## src/rtl/wb_stage.sv

```systemverilog
// MIPS write-back stage: 2-entry in-order skid FIFO between MEM and the register file,
// with load byte/half extraction at enqueue, r0 write suppression, head forwarding and a retire counter.
module wb_stage #(
  parameter int DATA_W = 32,
  parameter int REG_AW = 5,
  parameter int CNT_W  = 32
) (
  input  logic              clk,
  input  logic              rst,
  input  logic              in_valid,
  output logic              in_ready,
  input  logic              in_regwrite,
  input  logic [REG_AW-1:0] in_dest,
  input  logic              in_mem_to_reg,
  input  logic [DATA_W-1:0] in_alu_result,
  input  logic [DATA_W-1:0] in_mem_rdata,
  input  logic [1:0]        in_size,
  input  logic              in_unsigned,
  input  logic              wb_stall,
  output logic              regwrite,
  output logic [REG_AW-1:0] write_reg,
  output logic [DATA_W-1:0] write_data,
  output logic              fwd_valid,
  output logic [REG_AW-1:0] fwd_reg,
  output logic [DATA_W-1:0] fwd_data,
  output logic [CNT_W-1:0]  retire_count
);

  // Little-endian load lane select; only meaningful for a 32-bit datapath.
  function automatic logic [DATA_W-1:0] load_extract(
    input logic [DATA_W-1:0] rdata,
    input logic [1:0]        addr,
    input logic [1:0]        size,
    input logic              uns
  );
    logic [7:0]  b;
    logic [15:0] h;
    case (addr)
      2'd0:    b = rdata[7:0];
      2'd1:    b = rdata[15:8];
      2'd2:    b = rdata[23:16];
      2'd3:    b = rdata[31:24];
      default: b = rdata[7:0];
    endcase
    h = addr[1] ? rdata[31:16] : rdata[15:0];
    case (size)
      2'b00:   load_extract = uns ? {{(DATA_W-8){1'b0}}, b} : {{(DATA_W-8){b[7]}}, b};
      2'b01:   load_extract = uns ? {{(DATA_W-16){1'b0}}, h} : {{(DATA_W-16){h[15]}}, h};
      default: load_extract = rdata;
    endcase
  endfunction

  logic [1:0]        count_q, count_d;
  logic              rd_ptr_q, rd_ptr_d;
  logic              wr_ptr_q, wr_ptr_d;
  logic [1:0]        ent_we_q, ent_we_d;
  logic [REG_AW-1:0] ent_dest_q [2];
  logic [REG_AW-1:0] ent_dest_d [2];
  logic [DATA_W-1:0] ent_data_q [2];
  logic [DATA_W-1:0] ent_data_d [2];
  logic [CNT_W-1:0]  retire_count_q, retire_count_d;

  logic              empty_s;
  logic              accept_s;
  logic              retire_s;
  logic              in_we_s;
  logic [DATA_W-1:0] in_data_s;

  // Handshake, retire decision and final data formed on the way in.
  always_comb begin
    empty_s   = (count_q == 2'd0);
    in_ready  = (count_q != 2'd2);
    accept_s  = in_valid & in_ready;
    retire_s  = ~empty_s & ~wb_stall;
    in_we_s   = in_regwrite & (in_dest != {REG_AW{1'b0}});
    in_data_s = in_mem_to_reg ? load_extract(in_mem_rdata, in_alu_result[1:0], in_size, in_unsigned)
                              : in_alu_result;
  end

  // Next-state for pointers, occupancy, storage and retire counter.
  always_comb begin
    ent_we_d   = ent_we_q;
    ent_dest_d = ent_dest_q;
    ent_data_d = ent_data_q;
    if (accept_s) begin
      ent_we_d[wr_ptr_q]   = in_we_s;
      ent_dest_d[wr_ptr_q] = in_dest;
      ent_data_d[wr_ptr_q] = in_data_s;
      wr_ptr_d             = ~wr_ptr_q;
    end else begin
      wr_ptr_d = wr_ptr_q;
    end
    if (retire_s) begin
      rd_ptr_d       = ~rd_ptr_q;
      retire_count_d = retire_count_q + {{(CNT_W-1){1'b0}}, 1'b1};
    end else begin
      rd_ptr_d       = rd_ptr_q;
      retire_count_d = retire_count_q;
    end
    case ({accept_s, retire_s})
      2'b10:   count_d = count_q + 2'd1;
      2'b01:   count_d = count_q - 2'd1;
      default: count_d = count_q;
    endcase
  end

  // Register-file and forwarding view of the head; zeros while empty.
  always_comb begin
    if (empty_s) begin
      regwrite   = 1'b0;
      write_reg  = {REG_AW{1'b0}};
      write_data = {DATA_W{1'b0}};
      fwd_valid  = 1'b0;
    end else begin
      regwrite   = retire_s & ent_we_q[rd_ptr_q];
      write_reg  = ent_dest_q[rd_ptr_q];
      write_data = ent_data_q[rd_ptr_q];
      fwd_valid  = ent_we_q[rd_ptr_q];
    end
    fwd_reg      = write_reg;
    fwd_data     = write_data;
    retire_count = retire_count_q;
  end

  // State registers; reset drops every buffered entry.
  always_ff @(posedge clk or posedge rst) begin
    if (rst) begin
      count_q        <= 2'd0;
      rd_ptr_q       <= 1'b0;
      wr_ptr_q       <= 1'b0;
      ent_we_q       <= 2'b00;
      ent_dest_q[0]  <= {REG_AW{1'b0}};
      ent_dest_q[1]  <= {REG_AW{1'b0}};
      ent_data_q[0]  <= {DATA_W{1'b0}};
      ent_data_q[1]  <= {DATA_W{1'b0}};
      retire_count_q <= {CNT_W{1'b0}};
    end else begin
      count_q        <= count_d;
      rd_ptr_q       <= rd_ptr_d;
      wr_ptr_q       <= wr_ptr_d;
      ent_we_q       <= ent_we_d;
      ent_dest_q     <= ent_dest_d;
      ent_data_q     <= ent_data_d;
      retire_count_q <= retire_count_d;
    end
  end

endmodule

```

## config.mk

```make
export PLATFORM = sky130hd
export DESIGN_NAME = wb_stage
export DESIGN_NICKNAME = d
export VERILOG_FILES = /design/src/rtl/wb_stage.sv
export SDC_FILE = /design/constraint.sdc
export NUM_CORES = 1
export LEC_CHECK = 0
export ABC_CLOCK_PERIOD_IN_PS = 8200
export CAP_MARGIN = 15
export CORE_AREA = 5 5 126 128
export CTS_CLUSTER_SIZE = 14
export DETAILED_ROUTE_END_ITERATION = 12
export DIE_AREA = 0 0 131 133
export HOLD_SLACK_MARGIN = 0.05
export PLACE_DENSITY_LB_ADDON = 0.12
export SYNTH_ARGS = -nofsm -noshare
export SYNTH_HDL_FRONTEND = slang
export SYNTH_SLANG_ARGS = --single-unit
export TNS_END_PERCENT = 5
```

## constraint.sdc

```tcl
create_clock -name clk -period 8.2 [get_ports clk]
set_clock_uncertainty 0.05 [all_clocks]
set_input_delay 0.82 -clock clk [delete_from_list [all_inputs] [get_ports clk]]
set_output_delay 0.82 -clock clk [all_outputs]
set_load 0.02 [all_outputs]
```

# Yosys cells after proc, flatten, opt, wreduce, memory -nomap -nowiden

Index checks and enable logic that the tools add are counted.

Bits in registers: 112
Output and inout bits: 109
Word-level logic and storage cells: 70

$add $sub $neg: 3
Order comparisons: 6
Eq/ne operators: 7
Multiplexer cells: 28
Bitwise operators: 10
Reductions and logical operators: 7

Operators with widths:

| kind                                                                 | number |
|---|---|
| 32-bit 2-to-1 mux                                                    | 8 |
| 64-bit bitwise mux                                                   | 1 |
| 32-bit one-hot mux with 2 select lines                               | 1 |
| 32-bit by 1-bit adder with 32-bit output, second input constant      | 1 |
| 32-bit demux with 1-bit select                                       | 1 |
| 8-bit one-hot mux with 4 select lines                                | 1 |
| 5-bit 2-to-1 mux                                                     | 5 |
| 16-bit 2-to-1 mux                                                    | 1 |
| 10-bit bitwise mux                                                   | 1 |
| 2-bit by 1-bit == test with 1-bit output, second input constant      | 3 |
| 2-bit == test, second input constant                                 | 3 |
| 2-bit zero test                                                      | 3 |
| 5-bit demux with 1-bit select                                        | 1 |
| 1-bit 2-to-1 mux                                                     | 5 |
| 5-bit nonzero test                                                   | 1 |
| 1-bit AND                                                            | 4 |
| 2-bit greater-or-equal comparator, second input constant             | 2 |
| 1-bit by 2-bit < comparator with 1-bit output, second input constant | 2 |
| 1-bit NOT                                                            | 4 |
| 1-bit NOT with 2-bit output                                          | 2 |
| 2-bit one-hot mux with 2 select lines                                | 1 |
| 2-bit by 1-bit adder with 2-bit output, second input constant        | 1 |
| 2-bit bitwise mux                                                    | 1 |
| 1-bit logical AND                                                    | 2 |
| other kinds (6)                                                      | 6 |

# Longest topological paths before layout

Gate-level depths: netlist of run 1.

Depth after elaboration: 6
Mapped depth: 7

# Worst setup path after synthesis of run 1

OpenSTA, ideal clock, no wires.

Kind: reg2out
From: register rd_ptr_q
To: output write_data[26]
Data arrival time: 1.602 ns
Data required time: 7.330 ns
Setup slack: 5.728 ns
Stages on the path, launching flop included: 7
Path buffers: 4
Cells stage by stage: dfrtp_1 -> clkbuf_1 -> buf_2 -> buf_2 -> mux2i_1 -> nor2_1 -> buf_4

Word-level cells in the longest chain between the ends: 5

Ends and longest elaborated chain:

| what                                                 | RTL line | RTL |
|---|---|---|
| start, declared                                      | 54       | `logic rd_ptr_q, rd_ptr_d;` |
| start signal, assigned                               | 139      | `rd_ptr_q <= rd_ptr_d;` |
| 1-bit NOT with 2-bit output (not written as such)    | 117      | `write_data = ent_data_q[rd_ptr_q];` |
| 32-bit 2-to-1 mux (not written as such) (3 in a row) | 117      |  |
| 32-bit 2-to-1 mux                                    | 109      | `if (empty_s) begin` |
| end, declared                                        | 22       | `output logic [DATA_W-1:0] write_data,` |

Every way passes these cells. The select of a mux whose other input is x is not followed.

# Final worst setup path of run 1

From: input in_alu_result[1]
To: register ent_data_q[16] (netlist name)

Word-level cells in the longest chain between the ends: 6

Ends and longest elaborated chain:

| what                                        | RTL line | RTL |
|---|---|---|
| start, declared                             | 15       | `input logic [DATA_W-1:0] in_alu_result,` |
| 2-bit == test, or another cell as far along | 38       | `case (addr)` |
| 8-bit one-hot mux with 4 select lines       | 38       |  |
| 32-bit 2-to-1 mux                           | 47       | `2'b00: load_extract = uns ? {{(DATA_W-8){1'b0}}, b} : {{(DATA_W-8){b[7]}}, b};` |
| 32-bit one-hot mux with 2 select lines (*)  | 46       | `case (size)` |
| 32-bit 2-to-1 mux (*)                       | 76       | `in_data_s = in_mem_to_reg ? load_extract(in_mem_rdata, in_alu_result[1:0], in_size, in_unsigned)` |
| 64-bit bitwise mux (*)                      | 88       | `ent_data_d[wr_ptr_q] = in_data_s;` |
| end signal, assigned                        | 143      | `ent_data_q <= ent_data_d;` |
| end, declared                               | 59       | `logic [DATA_W-1:0] ent_data_q [2];` |

Mark *: on every way between the ends. The rest lies on a longest branch, timed or not.
A chain may end at the register's enable or synchronous reset.

==> impl_metrics.json, run 1 <==
{
  "outcome": "finished clean",
  "n_antenna_cell": 0,
  "synth_ff_type": "dfrtp_1",
  "rsz0062_at_grt": "no",
  "slew_violations": 0,
  "crit_arrival_ns": 3.42,
  "grt_pass1_vias": 5709,
  "postCtsSetupRepairBufs": 0,
  "syn-num-nets": 752,
  "dpl_cell_area_sq_um": 8040,
  "insertion_delay_ns": 0.35,
  "setup_ws_ns": 4.91,
  "path_clk_slew_ns": 0.07,
  "grt-ovfl-total": 0,
  "final_hold_viol_count": 0,
  "vias": 5555,
  "die_x_um": 131,
  "wl_per_cell_um": 18.6,
  "finalCriticalPeriod_ns": 3.29,
  "setup_viol": 0,
  "critPathSlowestCell": "clkdlybuf4s50_1",
  "start_kind": "input port",
  "vdd_drop_max_v": 0.000222,
  "synth_top_cell_area_share_pct": 43.8,
  "start_util_pct": 43.4,
  "cts_root_buffer": "clkbuf_16",
  "clock_path_buffers": 2,
  "slew_headroom_pct": 27.2,
  "finalCoreUtilization_pct": 56.7,
  "cts_hold_buffers": 0,
  "synth_cell_types": 46,
  "synth_cells": 672,
  "worstMarginPinSlew_ns": 1.09,
  "drt_wl_total_um": 18200,
  "critical_path_class": "in -> reg",
  "p_leak_nw": 3.55,
  "dp_slack_ns": 4.57,
  "antenna_found_initial": 0,
  "drc": 0,
  "powerDensity_nw_per_um2": 396,
  "synth_largest_area_cell": "dfrtp_1",
  "grt_use_total_pct": 21.2,
  "grt_pass1_wl_um": 29500,
  "dp_hpwl_um": 13100,
  "final_layout_size_suffix_gt1_share_pct": 5.67,
  "dr.pass1.iters": 5,
  "cp.required_ns": 8.33,
  "ys_async_sr_fraction_pct": 100,
  "period_share_pct": 40.2,
  "cp_max_fo": 16,
  "ctsResizeCount": 0,
  "path_cells": "clkdlybuf4s50_1, mux4_2, and3b_4, nor3_4, a221oi_1",
  "gp_congestion": 0.814,
  "fmax_ghz": 0.304,
  "core_area_sq_um": 14800,
  "num_rows": 45,
  "final_area_sq_um": 8360,
  "chipHeight_um": 133,
  "vias_per_cell": 5.66,
  "cts.sinks": 112,
  "drt_iter0_drc": 385,
  "postRouteAntennaNets": 0,
  "area_delta_synth_final_pct": 30.5,
  "synthTopCellsByArea": "dfrtp_1, nor2_1, mux2i_1",
  "grt_max_degree": 74,
  "ys_seq_area_share_pct": 43.8,
  "hold_class": "reg -> reg",
  "syn_area_sq_um": 6400,
  "cpPeakStageDelay_ns": 0.85,
  "synth_warnings": 0,
  "yosysMostFrequentCell": "nor2_1",
  "cts_buffers": 9,
  "ctsHtreeMaxLevel": 3,
  "max_cap_viol_count": 0,
  "ys_ff_latch": 112,
  "nets": 868,
  "dieArea_sq_um": 17400,
  "tns_ns": 0,
  "ios": 187,
  "port_buffers": 186,
  "cts_tree": "built",
  "ys_top_cells_by_count": "nor2_1, dfrtp_1, nand2_1, a221oi_1, mux2i_1",
  "avgSynthCellArea_sq_um": 9.53,
  "synth_enable_flop_cells": 0,
  "endpoint_kind": "flip-flop"
}
## critical path: cells and delay by family
kind / cells / cell delay, ns
compound gates: 1 / 0.23
buf+inv: 1 / 0.85
mux: 1 / 0.61
simple gates: 2 / 0.90
## layout by cell type (no fill, tap or decap), drive strengths merged
cell | synthesis | layout
ha | 2 | 2
clkinv | 0 | 2
clkbuf | 27 | 11
and4 | 4 | 4
nand2b | 2 | 2
and2 | 3 | 3
a21boi | 16 | 16
nand2 | 63 | 63
mux2 | 6 | 6
and3 | 11 | 11
nor4 | 9 | 9
or3 | 1 | 1
a221o | 6 | 6
nor3 | 8 | 8
bufinv | 0 | 2
or2 | 1 | 1
o21ai | 3 | 3
o21bai | 1 | 1
dfrtp | 112 | 112
mux2i | 40 | 40
or4 | 1 | 1
xor2 | 14 | 14
o31ai | 3 | 3
and3b | 2 | 2
a31oi | 3 | 3
clkdlybuf4s50 | 0 | 185
a221oi | 49 | 49
nor4b | 2 | 2
a22o | 28 | 28
nand4 | 8 | 8
nand3 | 15 | 15
buf | 57 | 4
xnor2 | 21 | 21
inv | 5 | 6
a22oi | 8 | 8
nand3b | 2 | 2
mux4 | 2 | 2
nor2b | 1 | 1
nor2 | 136 | 136
## metal layers
metal  track usage, %  share of wire, %  wire, um
met1             27.7                42      7710
met2             34.9                50      9040
met3             3.75               5.6      1030
met4             7.77               2.5       450
met5                0                 0         0
## registers in the layout, summed over array words and instances (netlist names)
signal        flops
wr_ptr_q          1
ent_we_q          2
retire_count     32
ent_data_q       64
rd_ptr_q          1
count_q           2
ent_dest_q       10
## metrics by stage
step                hold slack (ns)  instances  power, mW
finish                        0.426        981       3.31
global route                  0.460        981       3.52
CTS                           0.430        981       3.34
detailed placement            0.412        965       2.85
global placement              0.410        965       2.82
floorplan                     0.395        672       2.21
## cell type report
type                    count  area, sq um
repair buffers            189         1880
clock inverters             5         78.8
fillers                  1315         6390
well taps                 188          235
multi-input cells         471         3100
inverters                   5         21.3
clock buffers              11          243
flip-flops and latches    112         2800
## power by group
group          internal [mW]  switching (mW)
clock                  0.277           0.203
combinational          0.880            1.05
sequential             0.766           0.131
## path summary, 6_finish.rpt
check,from,end,slack (ns),depth (start not counted)
max,in_alu_result[1],ent_data_q[16]$_DFFE_PP0P_,4.91,5
min,retire_count[31]$_DFFE_PP0P_,retire_count[31]$_DFFE_PP0P_,0.43,1
max reg2reg,count_q[0]$_DFFE_PP0P_,ent_data_q[54]$_DFFE_PP0P_,5.39,4
min reg2reg,retire_count[31]$_DFFE_PP0P_,retire_count[31]$_DFFE_PP0P_,0.43,1
max in group asynchronous,rst,ent_data_q[42]$_DFFE_PP0P_,6.00,3
min in group asynchronous,rst,retire_count[6]$_DFFE_PP0P_,0.79,2
## cell families after synthesis
group | Yosys count | share of synthesized area, %
AOI/OAI and AO/OA | 117 | 15.7
xor gates and xnor gates | 35 | 4.79
adders and majority gates | 2 | 0.391
buffers and inverters | 89 | 8.01
DFF | 112 | 43.8
muxes | 48 | 8.01
and+or+nand+nor | 269 | 19.3
No activity file was read; power rests on OpenSTA's default activity.
==> run 2: changes to the inputs <==
--- a/config.mk
+++ b/config.mk
@@ -5,7 +5,7 @@
 export SDC_FILE = /design/constraint.sdc
 export NUM_CORES = 1
 export LEC_CHECK = 0
-export ABC_CLOCK_PERIOD_IN_PS = 8200
+export ABC_CLOCK_PERIOD_IN_PS = 3200
 export CAP_MARGIN = 15
 export CORE_AREA = 5 5 126 128
 export CTS_CLUSTER_SIZE = 14
==> constraint.sdc (replaced) <==
create_clock -name clk -period 3.2 [get_ports clk]
set_clock_uncertainty 0.05 [all_clocks]
set_input_delay 0.32 -clock clk [delete_from_list [all_inputs] [get_ports clk]]
set_output_delay 0.32 -clock clk [all_outputs]
set_load 0.02 [all_outputs]
==> impl_metrics.json, run 2 (synthesis results as in run 1) <==
{
  "outcome": "finished clean",
  "chipHeight_um": 133,
  "combPwrFrac_pct": 58.4,
  "switching_power_mw": 3.61,
  "critical_path_class": "reg -> out",
  "regArea_sq_um": 2800,
  "wl_per_cell_um": 19.2,
  "period_share_pct": 85.4,
  "dp_hpwl_um": 14200,
  "rsz0062_at_grt": "no",
  "dpl_cell_area_sq_um": 8150,
  "clock_path_buffers": 2,
  "grt-ovfl-total": 0,
  "ios": 187,
  "setup_viol": 0,
  "multi_input_area_sq_um": 3100,
  "clkPwrFrac_pct": 14.5,
  "seqPwrFrac_pct": 27.1,
  "slew_violations": 0,
  "cts_tree": "built",
  "grt_pass1_vias": 5844,
  "critPathSlowestCell": "nor2_4",
  "area_delta_synth_final_pct": 32.4,
  "n_antenna_cell": 0,
  "finalCoreUtilization_pct": 57.5,
  "postRouteAntennaNets": 0,
  "final_area_sq_um": 8480,
  "vias_per_cell": 5.68,
  "finalCriticalPeriod_ns": 2.73,
  "drc": 0,
  "slew_headroom_pct": 44.8,
  "start_util_pct": 43.4,
  "postCtsSetupRepairBufs": 0,
  "crit_arrival_ns": 2.36,
  "antenna_found_initial": 0,
  "mostFrequentLayoutCells": "clkdlybuf4s50_1, nor2_1, dfrtp_1, nand2_1, a221oi_1",
  "path_clk_slew_ns": 0.07,
  "powerDensity_nw_per_um2": 1010,
  "die_x_um": 131,
  "ctsHtreeMaxLevel": 3,
  "grt_max_degree": 61,
  "final_layout_size_suffix_gt1_share_pct": 7.32,
  "nets": 881,
  "mostFrequentLayoutCell": "clkdlybuf4s50_1",
  "cts.sinks": 112,
  "core_area_sq_um": 14800,
  "start_kind": "flip-flop",
  "vdd_drop_max_v": 0.000708,
  "port_buffers": 186,
  "insertion_delay_ns": 0.36,
  "fill_cells": 1362,
  "cp.required_ns": 2.83,
  "placed_cells": 978,
  "final_hold_viol_count": 0,
  "cp_max_fo": 24,
  "fmax_ghz": 0.366,
  "ctsResizeCount": 0,
  "grt_use_total_pct": 22.1,
  "cts_hold_buffers": 0,
  "dieArea_sq_um": 17400,
  "max_cap_viol_count": 0,
  "whs_ns": 0.394,
  "p_sw_share_pct": 42.0,
  "tns_ns": 0,
  "top_register": "ent_data_q",
  "fin_cells": 994,
  "path_cells": "nor2_4, buf_4, nor3_1, clkdlybuf4s50_1",
  "vias": 5650,
  "dr.pass1.iters": 5,
  "cp.depth": 4,
  "cts_root_buffer": "clkbuf_16",
  "ff2ff_path_depth": 5,
  "worstMarginPinSlew_ns": 0.828,
  "drt_iter0_drc": 364,
  "cts_buffers": 9,
  "gp_congestion": 0.833,
  "largest_register_ffs": 64,
  "cpPeakStageDelay_ns": 0.57,
  "endpoint_kind": "output port",
  "grt_pass1_wl_um": 30600,
  "crit_family": "buffers and inverters",
  "hold_class": "in -> async",
  "num_rows": 45,
  "p_leak_nw": 3.62,
  "drt_wl_total_um": 19000,
  "worst-path-buf-inv": 2,
  "internal_power_mw": 5.00
}
run 2: layout make-up:
type                            count  share of cell area (%)
Clock inverter                      5                   0.929
Clock buffer                       11                    2.98
Tap cell                          188                    2.77
Sequential cell                   112                    33.1
Inverter                            5                   0.266
Timing Repair Buffer              202                    23.5
Multi-Input combinational cell    471                    36.5
run 2: through the flow:
step | setup slack (ns) | power, mW
final | 0.467 | 8.61
after global routing | 0.333 | 9.11
after CTS | 0.428 | 8.70
after detailed placement | 0.666 | 7.41
after global placement | 0.724 | 7.30
after floorplan | 1.23 | 5.65
run 2: routing by layer:
metal / GRT usage (%) / vias to the layer above / part of all wire [%]
li1: - / 2621 / -
met2: 36.0 / 222 / 49
met5: 0 / - / 0
met1: 28.5 / 2770 / 41
met3: 3.96 / 37 / 6.3
met4: 9.49 / 0 / 3.3
run 2: worst paths after layout:
path,from,to,slack (ns)
setup / recovery,count_q[0]$_DFFE_PP0P_,regwrite,0.47
hold / removal,rst,retire_count[9]$_DFFE_PP0P_,0.39
setup reg to reg,count_q[0]$_DFFE_PP0P_,ent_data_q[54]$_DFFE_PP0P_,1.00
hold reg to reg,ent_dest_q[3]$_DFFE_PP0P_,ent_dest_q[3]$_DFFE_PP0P_,0.43
max in group asynchronous,rst,ent_data_q[38]$_DFFE_PP0P_,1.97
min in group clk,ent_dest_q[3]$_DFFE_PP0P_,ent_dest_q[3]$_DFFE_PP0P_,0.43
run 2: power groups by stage:
stage / registers [mW] / logic [mW] / clock network (mW)
floorplan: 2.27 / 3.38 / 0
global placement: 2.32 / 4.98 / 0
detailed placement: 2.36 / 5.05 / 0
CTS: 2.34 / 5.08 / 1.28
global route: 2.41 / 5.38 / 1.32
finish: 2.33 / 5.02 / 1.25
